## src/rtl/inst_fetch_buffer.sv

```systemverilog
// Instruction fetch buffer: DEPTH-entry FIFO of {misalign, pc, inst} slots
// between fetch and decode, with valid/ready handshake and redirect flush.
module inst_fetch_buffer #(
   parameter int unsigned DEPTH = 4
) (
   input  logic                     clk,
   input  logic                     reset_n,
   input  logic                     fetch_v,
   input  logic [31:0]              fetch_pc,
   input  logic [31:0]              fetch_inst,
   output logic                     fetch_ready,
   input  logic                     flush,
   output logic                     dec_v,
   output logic [31:0]              dec_pc,
   output logic [31:0]              dec_inst,
   output logic                     dec_misalign,
   input  logic                     dec_ready,
   output logic [$clog2(DEPTH):0]   count
);

   localparam int unsigned PTR_W = $clog2(DEPTH);
   localparam int unsigned CNT_W = PTR_W + 1;

   typedef struct packed {
      logic        misalign;
      logic [31:0] pc;
      logic [31:0] inst;
   } entry_t;

   entry_t            mem [DEPTH];
   logic [PTR_W-1:0]  wr_ptr;
   logic [PTR_W-1:0]  rd_ptr;
   logic              push;
   logic              pop;

   // Handshake flags depend only on state, never on dec_ready or fetch_v.
   assign fetch_ready = (count != CNT_W'(DEPTH));
   assign dec_v       = (count != CNT_W'(0));
   assign push        = fetch_v & fetch_ready & ~flush;
   assign pop         = dec_v & dec_ready & ~flush;

   assign dec_pc       = mem[rd_ptr].pc;
   assign dec_inst     = mem[rd_ptr].inst;
   assign dec_misalign = mem[rd_ptr].misalign;

   // Entry storage; flush leaves contents in place, reset clears them.
   always_ff @(posedge clk or negedge reset_n) begin
      if (!reset_n) begin
         for (int i = 0; i < int'(DEPTH); i++) begin
            mem[i] <= '0;
         end
      end else if (push) begin
         mem[wr_ptr] <= '{misalign: (fetch_pc[1:0] != 2'b00),
                          pc:       fetch_pc,
                          inst:     fetch_inst};
      end
   end

   always_ff @(posedge clk or negedge reset_n) begin
      if (!reset_n) begin
         wr_ptr <= '0;
         rd_ptr <= '0;
         count  <= '0;
      end else if (flush) begin
         wr_ptr <= '0;
         rd_ptr <= '0;
         count  <= '0;
      end else begin
         if (push) begin
            wr_ptr <= wr_ptr + PTR_W'(1);
         end
         if (pop) begin
            rd_ptr <= rd_ptr + PTR_W'(1);
         end
         if (push && !pop) begin
            count <= count + CNT_W'(1);
         end else if (pop && !push) begin
            count <= count - CNT_W'(1);
         end
      end
   end

endmodule

```

## config.mk

```make
export PLATFORM = sky130hd
export DESIGN_NAME = inst_fetch_buffer
export DESIGN_NICKNAME = d
export VERILOG_FILES = /design/src/rtl/inst_fetch_buffer.sv
export SDC_FILE = /design/constraint.sdc
export NUM_CORES = 1
export LEC_CHECK = 0
export CAP_MARGIN = 0
export CORE_MARGIN = 2
export CORE_UTILIZATION = 55
export CTS_CLUSTER_SIZE = 16
export DETAILED_ROUTE_END_ITERATION = 10
export GPL_TIMING_DRIVEN = 0
export PLACE_DENSITY = 0.78
export RECOVER_POWER = 25
export SLEW_MARGIN = 15
export SYNTH_ARGS = -nofsm -noshare
export SYNTH_HDL_FRONTEND = slang
export SYNTH_SLANG_ARGS = --single-unit
```

## constraint.sdc

```tcl
create_clock -name clk -period 4.4 [get_ports clk]
set_input_delay 1.32 -clock clk [delete_from_list [all_inputs] [get_ports clk]]
set_output_delay 1.32 -clock clk [all_outputs]
set_load 0.02 [all_outputs]
```

==> run metrics, run 1 <==
TritonCTS Buffers=29; post-synth net total=around 760; Initial Util=between 50% and 60%; CTS tree=built; # placed instances=~1100; largest cells by area after synthesis=dfrtp_1, mux2_4, mux4_2, mux2_2, buf_12; Period minus WS final=4.12 ns; maximum clock rate=243 MHz; post-CTS sizing=0; fin nets=approximately 930; Final HPWL DP=17.8 mm; Worst Setup End Kind=output pin; layout cells sized above 1=between 40% and 50%; Die Y=157 um; Max Cap Viol=1; Antenna Cells=0; I/O pin total=~140; Rel. slew slack=-30.0%; hold buffer count at CTS=0; cells after synthesis=slightly below 700; Port Buffers=135; largest net degree at the start of global routing=100; period utilization=between 90% and 100%; Die Area=between 0.02 and 0.025 mm^2; Syn Std Cell Area=between 0.01 and 0.015 mm^2; Root Buffer=clkbuf_16; core area=about 0.023 mm^2; via count=a little under 7000; failing checks=capacitance limit, slew limit; FF+latch count, synth=roughly 270; vias per inst=~5.7; post-synthesis area per instance=between 15 and 20 um^2; top cell type by total area after synthesis=dfrtp_1; Synth cell types=34; Yosys warnings=0; clk_lat worst skew=approximately 0.53 ns; Power, Total=between 0.01 and 0.015 W; vias in the first global route=7799; Post-CTS Setup Bufs=0; drt pass-1 iters=5; post-synthesis sequential area ratio=about 52%; Leak=approximately 7.4 nW; DRT antenna net count=0; row count=55; floorplan die width=157 um; initial antenna violation count=0; clk slew on worst S/H paths=0.06 ns; clk buf depth=3; first-pass GRT wire length=about 44 mm; Power per Cell Area=~710 mW/mm^2; CTS Sinks=approximately 270; Layout Cells excl Fill=1192; total gr overflow=0; HP Class=reg -> reg; Hold Violations, Final=0; Total Routing Usage GR=22.8%; area grow syn2layout=20.9%; DRC Markers=0; most frequent cells in the layout=dfrtp_1, mux2_4, clkdlybuf4s50_1; CTS HTree Levels=1; Critical Path Start Type=flip-flop; RSZ-0062 raised after global routing=false; CP Class=reg -> out; commonest non-fill, non-tap cell in the layout=dfrtp_1; Final setup viols=0; First DRT Iteration DRCs=roughly 210; required time of the critical path=about 3 ns; Yosys top cell area share=a little over half; clock skew=0.0108 ns; Routed WL per cell=approximately 22 um; Place WS=slightly above 0.8 ns; Worst-Margin Slew=1.95 ns; final setup margin=~0.28 ns; gpl congestion=between 0.7 and 0.8; worst path arrival time=2.80 ns; worst vdd ir=roughly 0.44 mV; final WL=26.7 mm; Pins Over Slew Limit=80; crit path max fanout=10; status=finished, violations left
[worst max-delay path, stage by stage (launching register included)]
cell and delay, ns:
dfrtp_1 0.36, buf_2 0.30, buf_1 0.59, mux4_2 0.43, clkdlybuf4s50_1 0.59
[worst paths after layout]
check | start | endpoint | slack, ns | cells past startpoint
max reg2reg | count[0]$_DFFE_PN0P_ | count[2]$_DFFE_PN0P_ | 2.14 | 8
max | rd_ptr[1]$_DFFE_PN0P_ | dec_inst[19] | 0.28 | 4
min reg2reg | mem[76]$_DFFE_PN0P_ | mem[76]$_DFFE_PN0P_ | 0.50 | 1
min | mem[76]$_DFFE_PN0P_ | mem[76]$_DFFE_PN0P_ | 0.50 | 1
max in group asynchronous | reset_n | mem[79]$_DFFE_PN0P_ | 0.70 | 2
min in group asynchronous | reset_n | mem[51]$_DFFE_PN0P_ | 1.34 | 1
[cells by family (layout without fill, tap and decap cells)]
group / count (synthesis) / in the layout / synth area share [%]
DFF: 267 / 267 / 52.1
buffers and inverters: 54 / 243 / 4.95
xor gates and xnor gates: 2 / 2 / 0.137
muxes: 328 / 328 / 40.4
and+or+nand+nor: 21 / 21 / 1.12
adders and majority gates: 5 / 5 / 0.547
AOI/OAI and AO/OA: 13 / 13 / 0.703
[final cells by class]
| type | count | area, um^2 |
|---|---|---|
| Sequential cell | 267 | 6680 |
| Clock buffer | 48 | 907 |
| Multi-Input combinational cell | 369 | 5500 |
| Buffer | 47 | 604 |
| Inverter | 7 | 28.8 |
| Clock inverter | 4 | 23.8 |
| Fill cell | 1508 | 7280 |
| Timing Repair Buffer | 137 | 1360 |
| Tap cell | 313 | 392 |
[report_power, final]
group          switching, W  internal [W]  leakage, nW
Combinational       0.00180       0.00285         3.56
Sequential         0.000593       0.00347         3.36
Clock              0.000946       0.00139        0.462
Total               0.00334       0.00772         7.38
[synthesized netlist by cell type (all sizes together)]
| library cell | count |
|---|---|
| ha | 4 |
| a31o | 1 |
| or2 | 1 |
| mux2 | 262 |
| mux4 | 65 |
| clkbuf | 5 |
| and3b | 1 |
| or3 | 1 |
| nand3 | 6 |
| o21ai | 3 |
| a211oi | 1 |
| and3 | 1 |
| o31ai | 1 |
| mux2i | 1 |
| o311ai | 1 |
| nor2 | 9 |
| xor2 | 2 |
| a21oi | 2 |
| a311oi | 1 |
| fa | 1 |
| inv | 7 |
| a221oi | 1 |
| o21a | 1 |
| nor2b | 1 |
| dfrtp | 267 |
| buf | 42 |
| nor3b | 1 |
| a21o | 1 |
[through the flow]
stage,area (um^2),util [%],hold WS (ns),TNS (ns)
2_1_floorplan,12800,-,0.474,0
3_3_place_gp,14600,63.9,0.481,-2212.76
3_5_place_dp,14600,64.2,0.488,0
4_1_cts,15500,68.3,0.504,0
5_1_grt,15500,68.0,0.510,0
6_report,15500,68.0,0.502,0
[registers in the layout, indices dropped and copies added (netlist names)]
signal / flops
rd_ptr: 2
mem: 260
count: 3
wr_ptr: 2
[per-layer routing]
metal / vias to the layer above / global-route usage [%] / routed length (um)
met2: 163 / 39.1 / 13700
met4: 0 / 5.07 / 505
met1: 3650 / 30.4 / 11300
met5: - / 0 / 0
li1: 2901 / - / -
met3: 38 / 4.32 / 1210
Note: power is estimated with default switching activity, not from simulation.
==> run 2: changes to the inputs <==
CAP_MARGIN = 10   (was 0)
CORE_UTILIZATION = 51   (was 55)
PLACE_DENSITY = 0.76   (was 0.78)
clock period = 3.6 ns   (was 4.4 ns; I/O delays follow)
==> run 2 against run 1 <==
Against the previous run: sequential cell count stayed put; first-iteration DRC count is 65% higher; hold slack worse by 0.0049 ns; via count is 3.6% lower; sequential power is 21% higher; non-clock buffer count is 1 higher; routed wire length is 5.7% lower; setup slack worse by 0.17 ns; the run still ends with capacitance limit, slew limit left; combinational power is 19% higher; highest routed layer is now met5; critical endpoint is now dec_misalign; final cell count is 1.6% higher.
==> run metrics, run 2 (synthesis gave the netlist of run 1 again) <==
drt pass-1 iters=4; Critical Path Start Type=flip-flop; crit path max fanout=7; HP Class=reg -> reg; DRT antenna net count=0; worst hold path depth=1; crit path cell chain=buf_6, buf_4, mux4_2, clkdlybuf4s50_1; Post-DP Area=roughly 0.015 mm^2; hold buffer count at CTS=0; CP peak stage delay=0.59 ns; First DRT Iteration DRCs=351; period utilization=between 90% and 100%; Worst-Margin Slew=1.70 ns; final WL=about 25 mm; clk buf depth=3; layout cells sized above 1=49.1%; clock skew=~0.010 ns; Port Buffers=between 100 and 150; RSZ-0062 raised after global routing=false; CTS HTree Levels=1; Total Routing Usage GR=~20%; initial antenna violation count=1; slowest CP cell=clkdlybuf4s50_1; maximum clock rate=about 290 MHz; DRC Markers=0; row count=between 50 and 60; Finished Cell Area=0.0157 mm^2; Antenna Cells=0; failing checks=capacitance limit, slew limit; vias in the first global route=between 7000 and 8000; commonest non-fill, non-tap cell in the layout=dfrtp_1; Initial Util=between 50% and 60%; Die Area=approximately 0.026 mm^2; Worst Setup End Kind=output pin; # placed instances=~1200; clk_lat worst skew=approximately 0.54 ns; I/O pin total=roughly 140; status=finished, violations left; total gr overflow=0; TritonCTS Buffers=29; Pins Over Slew Limit=63; Hold Violations, Final=0; most flop-heavy register=mem; clk slew on worst S/H paths=0.06 ns; Routed WL per cell=20.8 um; area grow syn2layout=22.9%; CP Class=reg -> out; via count=6510; Layout Cells excl Fill=~1200; required time of the critical path=about 2.5 ns; most frequent cells in the layout=dfrtp_1, mux2_4, clkdlybuf4s50_1; floorplan die width=~160 um; Rel. slew slack=-13.6%; core area=around 0.025 mm^2; Largest regs=mem x260, count x3; Leak=7.63 nW; worst vdd ir=~0.54 mV; first-pass GRT wire length=between 40 and 50 mm; max reg flops=260; Power per Cell Area=between 800 and 900 mW/mm^2; worst path arrival time=between 2 and 2.5 ns; Max Cap Viol=1; gpl congestion=~0.75; Reg2Reg Depth=8; Final HPWL DP=between 15 and 20 mm; Period minus WS final=about 3.5 ns; Final setup viols=0; Die Y=roughly 160 um; total negative slack=0 ns; fin nets=933; CTS tree=built; CTS Sinks=between 200 and 300; vias per inst=roughly 5.4; Hold WS=0.497 ns; Root Buffer=clkbuf_16; largest net degree at the start of global routing=about 100
==> run 2: cell count changes in the layout (fill, tap and decap cells not counted), sizes merged <==
cell	before	now
buf	41	42
dlygate4sd2	0	16
clkinv	4	2
dlymetal6s2s	0	12
clkdlybuf4s50	134	106
bufinv	0	5
clkbuf	57	54
clkinvlp	0	1
==> run 2: critical path, delay by kind of cell, from the launching register on <==
family | cells | cell delay, ns
buffers and inverters | 3 | 0.93
muxes | 1 | 0.50
DFF | 1 | 0.43
==> run 2: power by group <==
| group | internal [W] | switching [W] |
|---|---|---|
| logic | 0.00340 | 0.00212 |
| clock network | 0.00206 | 0.00119 |
| registers | 0.00424 | 0.000675 |
| total | 0.00970 | 0.00398 |
==> run 2: metrics by stage <==
stage | power (W) | util (%) | setup slack, ns
4_1_cts | 0.0139 | 63.2 | -0.0280
3_5_place_dp | 0.0106 | 58.8 | 0.263
2_1_floorplan | 0.00863 | - | 0.939
5_1_grt | 0.0144 | 63.2 | 0.00638
6_report | 0.0137 | 63.2 | 0.111
3_3_place_gp | 0.0105 | 58.6 | -10.16
==> run 2: layer usage <==
| layer | global-route usage [%] | part of all wire [%] | up-vias | wire length, um |
|---|---|---|---|---|
| li1 | - | - | 2902 | - |
| met1 | 28.7 | 46 | 3440 | 11600 |
| met2 | 31.3 | 47 | 123 | 11800 |
| met3 | 4.69 | 5.4 | 43 | 1360 |
| met4 | 4.10 | 1.9 | 2 | 483 |
| met5 | 0 | 0.052 | - | 13 |
==> run 2: cell type report <==
cell class / instances / area, um^2
well taps: 330 / 413
fillers: 1774 / 9150
flip-flops and latches: 267 / 6680
clock inverters: 8 / 168
repair buffers: 139 / 1430
clock buffers: 45 / 896
inverters: 7 / 28.8
multi-input cells: 369 / 5490
plain buffers: 46 / 644
==> run 2: path summary, 6_finish.rpt <==
path	start	endpoint	slack (ns)
max reg2reg	count[0]$_DFFE_PN0P_	count[2]$_DFFE_PN0P_	1.19
min reg2reg	mem[128]$_DFFE_PN0P_	mem[128]$_DFFE_PN0P_	0.50
min in group asynchronous	reset_n	mem[165]$_DFFE_PN0P_	0.98
max in group asynchronous	reset_n	mem[16]$_DFFE_PN0P_	1.37
min	mem[128]$_DFFE_PN0P_	mem[128]$_DFFE_PN0P_	0.50
max	rd_ptr[0]$_DFFE_PN0P_	dec_misalign	0.11
==> run 2: repair_timing <==
| item | in CTS | in global routing |
|---|---|---|
| buffers inserted | 2 | 0 |
| gates resized for setup | 29 | 18 |
| endpoints found under the setup margin | 59 | 39 |
==> run 3: changes to the inputs <==
REMOVE_ABC_BUFFERS = 1   (was not set)
==> run 3 against run 2 <==
Against the previous run: the flow still finishes with violations (capacitance limit, slew limit); non-clock buffer count down 29; routed wire length up 5.4%; sequential cell count stayed put; count of clock-buffer cells in the layout fell by 5; largest cell class unchanged; critical path type unchanged; sequential share of layout area rose by 0.58 points; final cell count is 2.3% lower; cell area decreased by 1.2%; die area stayed put; setup slack better by 0.0078 ns; sequential power rose by 1%.
==> run metrics, run 3 (synthesis gave the netlist of run 1 again) <==
final design utilization=~62%; HP Class=reg -> reg; DRT antenna net count=0; total negative slack=0 ns; hold-critical path endpoint=mem[69]$_DFFE_PN0P_; crit path max fanout=46; Largest regs=mem x260, count x3; layout cells sized above 1=47.4%; Critical Path Start Type=flip-flop; Total Routing Usage GR=a little over a fifth; clock skew=0.00865 ns; worst path arrival time=around 2.4 ns; Leak=about 7.5 nW; clk_lat worst skew=0.54 ns; Power, Total=0.0139 W; Reg2Reg Depth=7; drt pass-1 iters=4; Antenna Cells=0; row count=58; Power per Cell Area=approximately 900 mW/mm^2; Root Buffer=clkbuf_16; gpl congestion=between 0.7 and 0.8; worst vdd ir=0.494 mV; worst hold path depth=1; commonest non-fill, non-tap cell in the layout=dfrtp_1; Routed WL per cell=~22 um; largest net degree at the start of global routing=~120; CTS tree=built; core area=about 0.025 mm^2; # placed instances=1124; final setup margin=0.118 ns; Final HPWL DP=between 15 and 20 mm; initial antenna violation count=0; HP Start=mem[69]$_DFFE_PN0P_; fin nets=between 900 and 1000; Max Cap Viol=1; Period minus WS final=around 3.5 ns; CTS HTree Levels=1; required time of the critical path=2.52 ns; Pins Over Slew Limit=36; Die Y=163 um; Worst-Margin Slew=approximately 2.1 ns; clk buf depth=3; vias in the first global route=roughly 7600; clk slew on worst S/H paths=about 0.060 ns; period utilization=a little over nine tenths; Worst Setup End Kind=output pin; status=finished, violations left; Final setup viols=0; CP Class=reg -> out; Worst R2R End=count[2]$_DFFE_PN0P_; First DRT Iteration DRCs=about 380; floorplan die width=163 um; DRC Markers=0; first-pass GRT wire length=~43 mm; CTS Sinks=roughly 270; hold buffer count at CTS=0; Hold Violations, Final=0; maximum clock rate=287 MHz; via count=about 6600; TritonCTS Buffers=30; R2R Setup Slk=1.28 ns; most flop-heavy register=mem; Place WS=between 0.009 and 0.01 ns; final WL=26.6 mm; max reg flops=260; I/O pin total=~140; Rel. slew slack=-38.3%; Worst R2R Start=count[2]$_DFFE_PN0P_; Die Area=roughly 0.026 mm^2; total gr overflow=0; Port Buffers=roughly 140; RSZ-0062 raised after global routing=false; Initial Util=between 50% and 60%; failing checks=capacitance limit, slew limit; Layout Cells excl Fill=between 1000 and 1500; most frequent cells in the layout=dfrtp_1, mux2_4, clkdlybuf4s50_1; area grow syn2layout=21.3%; vias per inst=approximately 5.6
-- run 3: cell types whose count changed in the layout (fill, tap and decap cells not counted), sizes merged --
cell	before	now
dlygate4sd2	16	21
bufinv	5	7
inv	7	8
buf	42	16
bufbuf	0	2
clkinv	2	5
dlymetal6s2s	12	15
clkbuf	54	41
clkdlybuf4s50	106	101
-- run 3: layer usage --
layer	GRT usage (%)	routed length, um	part of all wire, %	vias to the layer above
met5	0	0	0	-
met4	4.87	596	2.2	0
met3	3.49	1230	4.6	48
met2	34.3	12900	48	166
met1	29.3	11900	45	3520
li1	-	-	-	2850
-- run 3: worst max path at each step --
stage,startpoint,endpoint
finish,rd_ptr[1]$_DFFE_PN0P_,dec_pc[20]
global route,rd_ptr[1]$_DFFE_PN0P_,dec_pc[20]
CTS,rd_ptr[0]$_DFFE_PN0P_,dec_pc[11]
detailed placement,rd_ptr[0]$_DFFE_PN0P_,dec_pc[22]
global placement,reset_n,mem[15]$_DFFE_PN0P_
floorplan,rd_ptr[0]$_DFFE_PN0P_,dec_inst[0]
-- run 3: area by class of cell --
cell class / count / area [um^2]
clock buffer: 40 / 840
clock inverter: 14 / 254
fill: 1749 / 9340
inverter: 7 / 28.8
multi-input combinational: 369 / 5530
sequential: 267 / 6690
tap: 330 / 413
timing repair buffer: 156 / 1800
-- run 3: what timing repair did --
item	in CTS	in global routing
cloned	2	0
resized for setup	22	16
endpoints found under the hold margin	0	0
endpoints found under the setup margin	45	15
buffers inserted	3	0
-- run 3: power by group --
| part | internal (W) | total [W] | switching [W] |
|---|---|---|---|
| Clock | 0.00213 | 0.00335 | 0.00121 |
| Combinational | 0.00340 | 0.00553 | 0.00213 |
| Sequential | 0.00425 | 0.00499 | 0.000737 |
| Total | 0.00978 | 0.0139 | 0.00408 |
-- run 3: critical path: stages (launching register included) --
cell	delay [ns]
dfrtp_4	0.58
buf_16	0.33
mux4_2	0.34
clkdlybuf4s50_1	0.60
-- run 3: metrics by stage --
step	hold slack [ns]	area, um^2
floorplan	0.474	12200
finish	0.500	15500
detailed placement	0.488	14400
global route	0.512	15500
CTS	0.393	15500
global placement	0.482	14000
